**config.mk**
```make
export PLATFORM = sky130hd
export DESIGN_NAME = ccff_chain_loader
export DESIGN_NICKNAME = d
export VERILOG_FILES = /design/src/rtl/ccff_chain_loader.sv
export SDC_FILE = /design/constraint.sdc
export NUM_CORES = 1
export LEC_CHECK = 0
export BUFFER_PORTS_ARGS = -buffer_cell sky130_fd_sc_hd__clkbuf_2
export CORE_UTILIZATION = 35
export DETAILED_ROUTE_END_ITERATION = 6
export PLACE_DENSITY = 0.57
export REMOVE_ABC_BUFFERS = 1
export SYNTH_ARGS = -nofsm -noshare
export SYNTH_HDL_FRONTEND = slang
export SYNTH_SLANG_ARGS = --single-unit
```
**constraint.sdc**
```tcl
create_clock -name prog_clk -period 2.3 [get_ports prog_clk]
set_input_delay 0.46 -clock prog_clk [delete_from_list [all_inputs] [get_ports prog_clk]]
set_output_delay 0.46 -clock prog_clk [all_outputs]
set_load 0.01 [all_outputs]
```
**src/rtl/ccff_chain_loader.sv**
```systemverilog
// Configuration-chain loader: serializes bitstream words MSB-first onto ccff_head for exactly CHAIN_LEN bits.
// Define CCFF_READBACK_EN to capture the old chain contents from ccff_tail into rb_data/rb_valid.
module ccff_chain_loader #(
    parameter int CHAIN_LEN = 30,
    parameter int WORD_W    = 8,
    parameter int CNT_W     = 16
) (
    input  logic              prog_clk,
    input  logic              prog_reset_n,
    input  logic              start,
    input  logic [WORD_W-1:0] word_data,
    input  logic              word_valid,
    output logic              word_ready,
    output logic              ccff_head,
    output logic              ccff_shift_en,
    input  logic              ccff_tail,
    output logic              busy,
    output logic              done,
    output logic [CNT_W-1:0]  bit_count,
    output logic [WORD_W-1:0] rb_data,
    output logic              rb_valid
);
    localparam int BL_W = $clog2(WORD_W + 1);
    localparam logic [CNT_W-1:0] LAST_BIT  = CNT_W'(CHAIN_LEN - 1);
    localparam logic [BL_W-1:0]  WORD_BITS = BL_W'(WORD_W);

    typedef enum logic [1:0] {IDLE, FETCH, SHIFT, DONE} state_t;

    state_t            state_q, state_d;
    logic [WORD_W-1:0] sreg_q, sreg_d;
    logic [BL_W-1:0]   bits_left_q, bits_left_d;
    logic [CNT_W-1:0]  bit_count_q, bit_count_d;
    logic              head_q, head_d;
    logic              shift_en_q, shift_en_d;
    logic              done_q, done_d;

    always_ff @(posedge prog_clk or negedge prog_reset_n) begin
        if (!prog_reset_n) begin
            state_q     <= IDLE;
            sreg_q      <= '0;
            bits_left_q <= '0;
            bit_count_q <= '0;
            head_q      <= 1'b0;
            shift_en_q  <= 1'b0;
            done_q      <= 1'b0;
        end else begin
            state_q     <= state_d;
            sreg_q      <= sreg_d;
            bits_left_q <= bits_left_d;
            bit_count_q <= bit_count_d;
            head_q      <= head_d;
            shift_en_q  <= shift_en_d;
            done_q      <= done_d;
        end
    end

    always_comb begin
        state_d     = state_q;
        sreg_d      = sreg_q;
        bits_left_d = bits_left_q;
        bit_count_d = bit_count_q;
        head_d      = head_q;
        shift_en_d  = 1'b0;
        done_d      = done_q;
        case (state_q)
            IDLE, DONE: begin
                if (start) begin
                    state_d     = FETCH;
                    bit_count_d = '0;
                    done_d      = 1'b0;
                end else if (state_q == DONE) begin
                    done_d = 1'b1;
                end
            end
            FETCH: begin
                if (word_valid) begin
                    sreg_d      = word_data;
                    bits_left_d = WORD_BITS;
                    state_d     = SHIFT;
                end
            end
            SHIFT: begin
                head_d      = sreg_q[WORD_W-1];
                shift_en_d  = 1'b1;
                sreg_d      = sreg_q << 1;
                bits_left_d = bits_left_q - BL_W'(1);
                bit_count_d = bit_count_q + CNT_W'(1);
                // Chain length wins over word boundary: leftover low bits are dropped.
                if (bit_count_q == LAST_BIT) begin
                    state_d = DONE;
                end else if (bits_left_q == BL_W'(1)) begin
                    state_d = FETCH;
                end
            end
            default: state_d = IDLE;
        endcase
    end

    assign word_ready    = (state_q == FETCH);
    assign busy          = (state_q == FETCH) || (state_q == SHIFT);
    assign ccff_head     = head_q;
    assign ccff_shift_en = shift_en_q;
    assign done          = done_q;
    assign bit_count     = bit_count_q;

`ifdef CCFF_READBACK_EN
    logic [WORD_W-1:0] rb_acc_q, rb_acc_d, rb_acc_w;
    logic [WORD_W-1:0] rb_data_q, rb_data_d;
    logic [BL_W-1:0]   rb_idx_q, rb_idx_d;
    logic              rb_valid_q, rb_valid_d;

    always_ff @(posedge prog_clk or negedge prog_reset_n) begin
        if (!prog_reset_n) begin
            rb_acc_q   <= '0;
            rb_data_q  <= '0;
            rb_idx_q   <= '0;
            rb_valid_q <= 1'b0;
        end else begin
            rb_acc_q   <= rb_acc_d;
            rb_data_q  <= rb_data_d;
            rb_idx_q   <= rb_idx_d;
            rb_valid_q <= rb_valid_d;
        end
    end

    // The tail bit leaving the chain on each shifting edge is the old content, oldest first.
    always_comb begin
        rb_acc_w   = (rb_acc_q << 1) | WORD_W'(ccff_tail);
        rb_acc_d   = rb_acc_q;
        rb_idx_d   = rb_idx_q;
        rb_data_d  = rb_data_q;
        rb_valid_d = 1'b0;
        if (shift_en_q) begin
            if (rb_idx_q == WORD_BITS - BL_W'(1) || state_q == DONE) begin
                rb_data_d  = rb_acc_w << (WORD_BITS - BL_W'(1) - rb_idx_q);
                rb_valid_d = 1'b1;
                rb_acc_d   = '0;
                rb_idx_d   = '0;
            end else begin
                rb_acc_d = rb_acc_w;
                rb_idx_d = rb_idx_q + BL_W'(1);
            end
        end
    end

    assign rb_data  = rb_data_q;
    assign rb_valid = rb_valid_q;
`else
    logic unused_tail;
    assign unused_tail = ccff_tail;
    assign rb_data     = '0;
    assign rb_valid    = 1'b0;
`endif

endmodule
```
==> summary.md, run 1 <==
| Metric | Value |
|---|---|
| Status | `finished, final reports clean` |
| Worst-path clk slew | `0.07 ns` |
| Worst-case clock buffer depth | `2` |
| Residual DRC | `0` |
| I/O pin total | `43` |
| Post-synth top cells | `33 x dfrtp_1, 23 x nand2_1, 15 x nor2_1` |
| Adder-Cell Fraction of Synth Area | `4.587%` |
| Post-synth EDFFs | `0` |
| GRT overflow | `0` |
| Worst path arrival time | `about 1.5 ns` |
| Seq/Total Area, Yosys | `between 40 and 50%` |
| Util after Layout | `between 40 and 50%` |
| Final worst path period share | `a little over four fifths` |
| Post-route cell area | `between 2000 and 2500 um2` |
| Yosys warning count | `0` |
| Worst slew pin tran | `0.8431 ns` |
| Post_cts resized | `0` |
| Die Span Y | `75.86 um` |
| DR pass1 iterations | `4` |
| Most common cell in the netlist | `dfrtp_1` |
| Core ar. | `between 5000 and 6000 um2` |
| Setup TNS | `0 ns` |
| DRT Wirelength | `3760 um` |
| Initial core utilization | `between 30% and 40%` |
| CTS Root Cell | `clkbuf_8` |
| Synth Area in Compound Gates | `between 10 and 15%` |
| Layout cell share with drive strength beyond 1 | `between 20% and 30%` |
| DR vias | `1497` |
| Register bit total from synthesis | `33` |
| Final nets | `around 250` |
| Htree depth | `2` |
| Number of diodes | `0` |
| Top_reg_cell synth | `dfrtp_1` |
| Cell Pwr Density | `995.2 nW/um2` |
| First-pass GRT wire length | `~5900 um` |
| Synth area leaders | `dfrtp_1 43%, mux2i_1 5.8%, ha_1 4.6%` |
| WS Path Type | `register to primary output` |
| Post-CTS setup buffer count | `0` |
| Worst Setup EP | `busy` |
| Final hold vios | `0` |
| Placed cell areas | `approximately 2100 um2` |
| Peak supply drop | `approximately 0.00037 V` |
| Seq. cell area | `825.8 um2` |
| Largest family of logic cells by synthesized area | `simple AND/OR/NAND/NOR gates` |
| Max_cap viols | `0` |
| Top fanout value on the critical path | `8` |
| Worst Hold Slack | `about 0.27 ns` |
| Initial antenna violation count | `0` |
| CTS tree | `done` |
| HP Class | `input pin to asynchronous set/reset pin` |
| Post-Synth XOR/XNOR Area | `3.670%` |
| Synthesized area | `about 1900 um2` |
| Die area | `roughly 5800 um2` |
| Area Growth Syn to Fin | `15.99%` |
| Flop2flop setup slack | `around 0.42 ns` |
| HPWL after detailed placement | `between 2000 and 3000 um` |
| CP Capture Type | `primary output` |
| Area leader, netlist | `dfrtp_1` |
| Ys async rst share | `100.0%` |
| Overall power | `0.002204 W` |
| Vias in the first global route | `1241` |
| CTS Hold Bufs | `0` |
| Synth cell types | `39` |
| Setup Skew | `0.004707 ns` |
| Startpoint Class | `register` |
| WL/cell | `approximately 12 um` |
| Leak | `1.028 nW` |
| IO Port Bufs | `32` |
| RR Startpoint | `state_q[1]` |
| Multi-input logic area | `around 1000 um2` |
| Placement row count | `26` |
| Die W | `75.86 um` |
| Reg2Reg Capture Point | `bit_count[14]` |
| Final setup fails | `0` |
| Worst path required time | `~1.8 ns` |
| FMAX | `approximately 520 MHz` |
| Gr usage total | `between 10% and 20%` |
| CTS sink count | `33` |
| Worst r2r path cells | `5` |
| Layout fillers | `529` |
| Crit path launch | `state_q[1]` |
| Slew Limit Headroom | `between 40% and 50%` |
| Cells after synthesis | `roughly 200` |
| Routability cong. | `0.7342` |
| DRT iter0 DRCs | `70` |
| Maximum number of pins on one net before global-route repair | `34` |
| Synthesized area per cell | `about 9.6 um2` |
| Final min period | `~1.9 ns` |
| Via/cell ratio | `4.924` |
| Post-route ant nets | `0` |
| Post-Synth Simple-Gate Area | `~22%` |
| Area share of the largest cell type after synthesis | `43.25%` |
| Post-synthesis mux area share | `around 7.5%` |
| Worst skew pair latency | `0.28 ns` |
| RSZ-0062 raised after global routing | `no` |
| Final number of max-transition violations | `0` |
| Cts bufs inserted | `5` |
worst min-delay path by stage:
| stage | from | endpoint | slack, ns | cells past startpoint |
|---|---|---|---|---|
| finish | prog_reset_n | sreg_q[3] | 0.27 | 1 |
| global route | prog_reset_n | bits_left_q[0] | 0.34 | 1 |
| CTS | prog_reset_n | sreg_q[6] | 0.31 | 1 |
| detailed placement | sreg_q[2] | sreg_q[2] | 0.47 | 2 |
| global placement | sreg_q[4] | sreg_q[4] | 0.47 | 2 |
| floorplan | prog_reset_n | bit_count[0] | 0.16 | 0 |
layer usage:
| layer | up-vias | track usage, % | share of wire, % |
|---|---|---|---|
| li1 | 749 | - | - |
| met1 | 713 | 20.10 | 51 |
| met2 | 31 | 19.86 | 45 |
| met3 | 4 | 2.646 | 3.1 |
| met4 | 0 | 5.556 | 1.3 |
| met5 | - | 0 | 0 |
state kept, by name, summed over array words and instances, names as in the netlist:
name / count
sreg_q: 8
bits_left_q: 4
ccff_head: 1
ccff_shift_en: 1
state_q: 2
done: 1
bit_count: 16
cells in the final DEF, fill, tap and decap left out, drive strengths merged, types with 6 or more instances in the layout:
cell type  netlist  final
clkbuf           5     39
dfrtp           33     33
nand2           23     23
nor2            15     15
o21ai           15     15
mux2i           11     11
a21oi           10     10
conb             1      9
xnor2            8      8
inv              7      7
ha               7      7
nor4             6      6
power breakdown:
group | internal [W] | switching, W | total [W]
Combinational | 0.000369 | 0.000515 | 0.000884
Sequential | 0.000724 | 0.000111 | 0.000835
Clock | 0.000271 | 0.000215 | 0.000485
Total | 0.00136 | 0.000841 | 0.00220
critical path: stages (launching register included):
cell	delay [ns]
dfrtp_1	0.44
ha_1	0.32
buf_4	0.17
inv_1	0.11
clkbuf_2	0.15
cell type report:
class / count / area share [%]
inverters: 7 / 1.186
multi-input cells: 149 / 44.07
clock inverters: 1 / 0.2260
flip-flops and latches: 33 / 37.29
repair buffers: 37 / 8.927
well taps: 70 / 3.955
clock buffers: 7 / 4.350
logic make-up (layout without fill, tap and decap cells):
family          Yosys count  in the layout
compound gates           35             35
flops                    33             33
buf+inv                  25             52
xor+xnor                  8              8
simple gates             76             76
mux                      14             14
other cells               1              9
fa+ha+maj                 7              7
through the flow:
stage          worst slack, ns  std cells
4_1_cts                 0.3527        304
3_5_place_dp            0.4173        296
2_1_floorplan          -0.2174        189
6_report                0.3631        304
5_1_grt                 0.2874        304
3_3_place_gp            0.4139        296
Power figures use the tool's default switching activity.
==> run 2, diff against run 1 <==
--- a/config.mk
+++ b/config.mk
@@ -8,7 +8,7 @@
 export BUFFER_PORTS_ARGS = -buffer_cell sky130_fd_sc_hd__clkbuf_2
 export CORE_UTILIZATION = 35
 export DETAILED_ROUTE_END_ITERATION = 6
-export PLACE_DENSITY = 0.57
+export PLACE_DENSITY = 0.59
 export REMOVE_ABC_BUFFERS = 1
 export SYNTH_ARGS = -nofsm -noshare
 export SYNTH_HDL_FRONTEND = slang
==> constraint.sdc (replaced) <==
create_clock -name prog_clk -period 1.6 [get_ports prog_clk]
set_input_delay 0.32 -clock prog_clk [delete_from_list [all_inputs] [get_ports prog_clk]]
set_output_delay 0.32 -clock prog_clk [all_outputs]
set_load 0.01 [all_outputs]
==> summary.md, run 2 (synthesized netlist as in run 1, its figures left out) <==
| Metric | Value |
|---|---|
| Cell Pwr Density | `1430 nW/um2 (was 995.2 nW/um2)` |
| Routability cong. | `0.7843 (was 0.7342)` |
| Worst path arrival time | `1.87 ns (was 1.48 ns)` |
| Final nets | `306 (was 253)` |
| DR pass1 iterations | `4 (unchanged)` |
| Status | `complete, but fails checks (was finished, final reports clean)` |
| Maximum number of pins on one net before global-route repair | `20 (was 34)` |
| Post-place setup slack | `-0.1913 ns (was 0.4173 ns)` |
| Failing checks | `negative setup slack` |
| CTS Root Cell | `clkbuf_8 (unchanged)` |
| Min-Delay Endpoint | `sreg_q[0]` |
| Layout cell share with drive strength beyond 1 | `43.71% (was 22.65%)` |
| Post-route ant nets | `0 (unchanged)` |
| DRT Wirelength | `4721 um (was 3760 um)` |
| NetSw | `0.001505 W (was 0.0008406 W)` |
| Setup ws final | `-0.09157 ns (was 0.3631 ns)` |
| DRT iter0 DRCs | `101 (was 70)` |
| HP Class | `input pin to register (was input pin to asynchronous set/reset pin)` |
| Commonest cells after routing, fill and taps aside | `48 x buf_4, 33 x dfrtp_1, 30 x clkbuf_2, 23 x nand2_1, 14 x nor2_1 (was 33 x dfrtp_1, 32 x clkbuf_2, 23 x nand2_1, 15 x nor2_1, 12 x o21ai_1)` |
| Residual DRC | `0 (unchanged)` |
| Reg2Reg Capture Point | `bit_count[10] (was bit_count[14])` |
| Switching power share of the total | `36.94% (was 38.14%)` |
| Worst skew pair latency | `0.28 ns (about the same)` |
| FMAX | `a little under 600 MHz` |
| WL/cell | `13.26 um (was 12.37 um)` |
| Worst path required time | `1.78 ns (was 1.84 ns)` |
| Peak supply drop | `0.0005684 V (was 0.0003719 V)` |
| HPWL after detailed placement | `3181 um (was 2604 um)` |
| Placed cell areas | `2419 um2 (was 2113 um2)` |
| Final setup fails | `6 (was 0)` |
| Commonest non-fill, non-tap cell in the layout | `buf_4 (was dfrtp_1)` |
| Placement row count | `26 (unchanged)` |
| Area Growth Syn to Fin | `49.21% (was 15.99%)` |
| Via/cell ratio | `4.888 (was 4.924)` |
| Htree depth | `2 (unchanged)` |
| Top fanout value on the critical path | `8 (unchanged)` |
| Gr usage total | `17.17% (was 13.76%)` |
| Initial core utilization | `36.91% (unchanged)` |
| Number of diodes | `0 (unchanged)` |
| Vias in the first global route | `1601 (was 1241)` |
| Clock power share | `15.7% (was 22.0%)` |
| DR vias | `1740 (was 1497)` |
| RSZ-0062 raised after global routing | `yes (was no)` |
| Setup Skew | `0.006661 ns (was 0.004707 ns)` |
| WS Path Type | `register to register (was register to primary output)` |
| CTS sink count | `33 (unchanged)` |
| P_int | `0.002569 W (was 0.001363 W)` |
| Core ar. | `5172 um2 (unchanged)` |
| GRT overflow | `0 (unchanged)` |
| Largest register FFs | `16 (unchanged)` |
| CP Capture Type | `register (was primary output)` |
| I/O pin total | `43 (unchanged)` |
| Reg power frac | `28.6% (was 37.9%)` |
| Worst Hold Launch | `word_data[0]` |
| Startpoint Class | `register (unchanged)` |
| RR Startpoint | `state_q[1] (unchanged)` |
| Post-route cell area | `2849 um2 (was 2215 um2)` |
| Worst Hold Depth | `3` |
| Worst-case clock buffer depth | `2 (unchanged)` |
| Logic pwr share | `55.7% (was 40.1%)` |
| Final worst path period share | `105.7%` |
| Leak | `1.418 nW (was 1.028 nW)` |
| Final number of max-transition violations | `0 (unchanged)` |
| Final hold vios | `0 (unchanged)` |
| Die area | `5755 um2 (unchanged)` |
| Worst r2r path cells | `8 (was 5)` |
| First-pass GRT wire length | `7362 um (was 5934 um)` |
| IO Port Bufs | `32 (unchanged)` |
| Worst-path clk slew | `0.07 ns (about the same)` |
| Max_cap viols | `0 (unchanged)` |
| Die W | `75.86 um (unchanged)` |
| Flop2flop setup slack | `-0.09 ns (was 0.42 ns)` |
| Initial antenna violation count | `0 (unchanged)` |
| Cts bufs inserted | `5 (unchanged)` |
| Die Span Y | `75.86 um (unchanged)` |
| Final min period | `1.692 ns` |
| CTS tree | `done (unchanged)` |
## run 2: changes by cell type in the layout (fill, tap and decap cells not counted), sizes merged
cell	change
clkbuf	-2
buf	+54
clkinv	-1
dlygate4sd3	+1
## run 2: how the worst max path moves through the flow
stage,slack [ns],end,start
after global placement,-0.21,state_q[1],bit_count[12]
after CTS,-0.07,state_q[1],bit_count[1]
after detailed placement,-0.19,state_q[1],bit_count[12]
final,-0.09,bit_count[10],state_q[1]
after floorplan,-0.92,bit_count[12],state_q[0]
after global routing,-0.14,state_q[1],bit_count[1]
## run 2: timing repair
item                                    in CTS  in global routing
endpoints found under the setup margin      17                 20
pin swaps                                   21                 13
gates cloned                                 0                  2
hold buffers                                 1                  0
gates resized for setup                     35                 17
setup buffers                                7                  4
hold endpoints to repair                    14                  0
## run 2: final cells by class
class	count	area, um2
Fill cell	464	2323
Multi-Input combinational cell	149	1155
Sequential cell	33	825.8
Timing Repair Buffer	90	663.1
Tap cell	70	87.58
Clock buffer	7	86.33
Inverter	7	31.28
## run 2: critical path, stage by stage (launching register included)
cell and delay [ns]:
dfrtp_1 0.43, ha_4 0.26, mux2i_1 0.11, buf_4 0.16, buf_12 0.15, buf_4 0.14, nor4_4 0.14, xnor2_1 0.15
nor2_1 0.05
## run 2: metal layers
metal  part of all wire [%]  track usage (%)
met1                     49            23.67
met2                     47            26.84
met3                    2.6            2.778
met4                    2.0            6.996
met5                      0                0
## run 2: power groups by stage
| stage | Sequential [W] | Combinational (W) | Clock, W |
|---|---|---|---|
| 2_1_floorplan | 0.00120 | 0.000868 | 0 |
| 3_3_place_gp | 0.00116 | 0.00156 | 0 |
| 3_5_place_dp | 0.00117 | 0.00158 | 0 |
| 4_1_cts | 0.00116 | 0.00206 | 0.000660 |
| 5_1_grt | 0.00119 | 0.00249 | 0.000693 |
| 6_report | 0.00116 | 0.00227 | 0.000641 |
## run 2: stage by stage
step	cells	utilization, %	power, W	hold slack, ns	setup TNS (ns)
2_1_floorplan	189	-	0.002070	0.02441	-16.41
3_5_place_dp	335	46.76	0.002750	0.2823	-1.777
5_1_grt	356	55.08	0.004372	0.2993	-1.248
4_1_cts	350	52.95	0.003880	0.2874	-0.2904
3_3_place_gp	335	46.76	0.002722	0.2771	-1.718
6_report	356	55.08	0.004073	0.2833	-0.3148
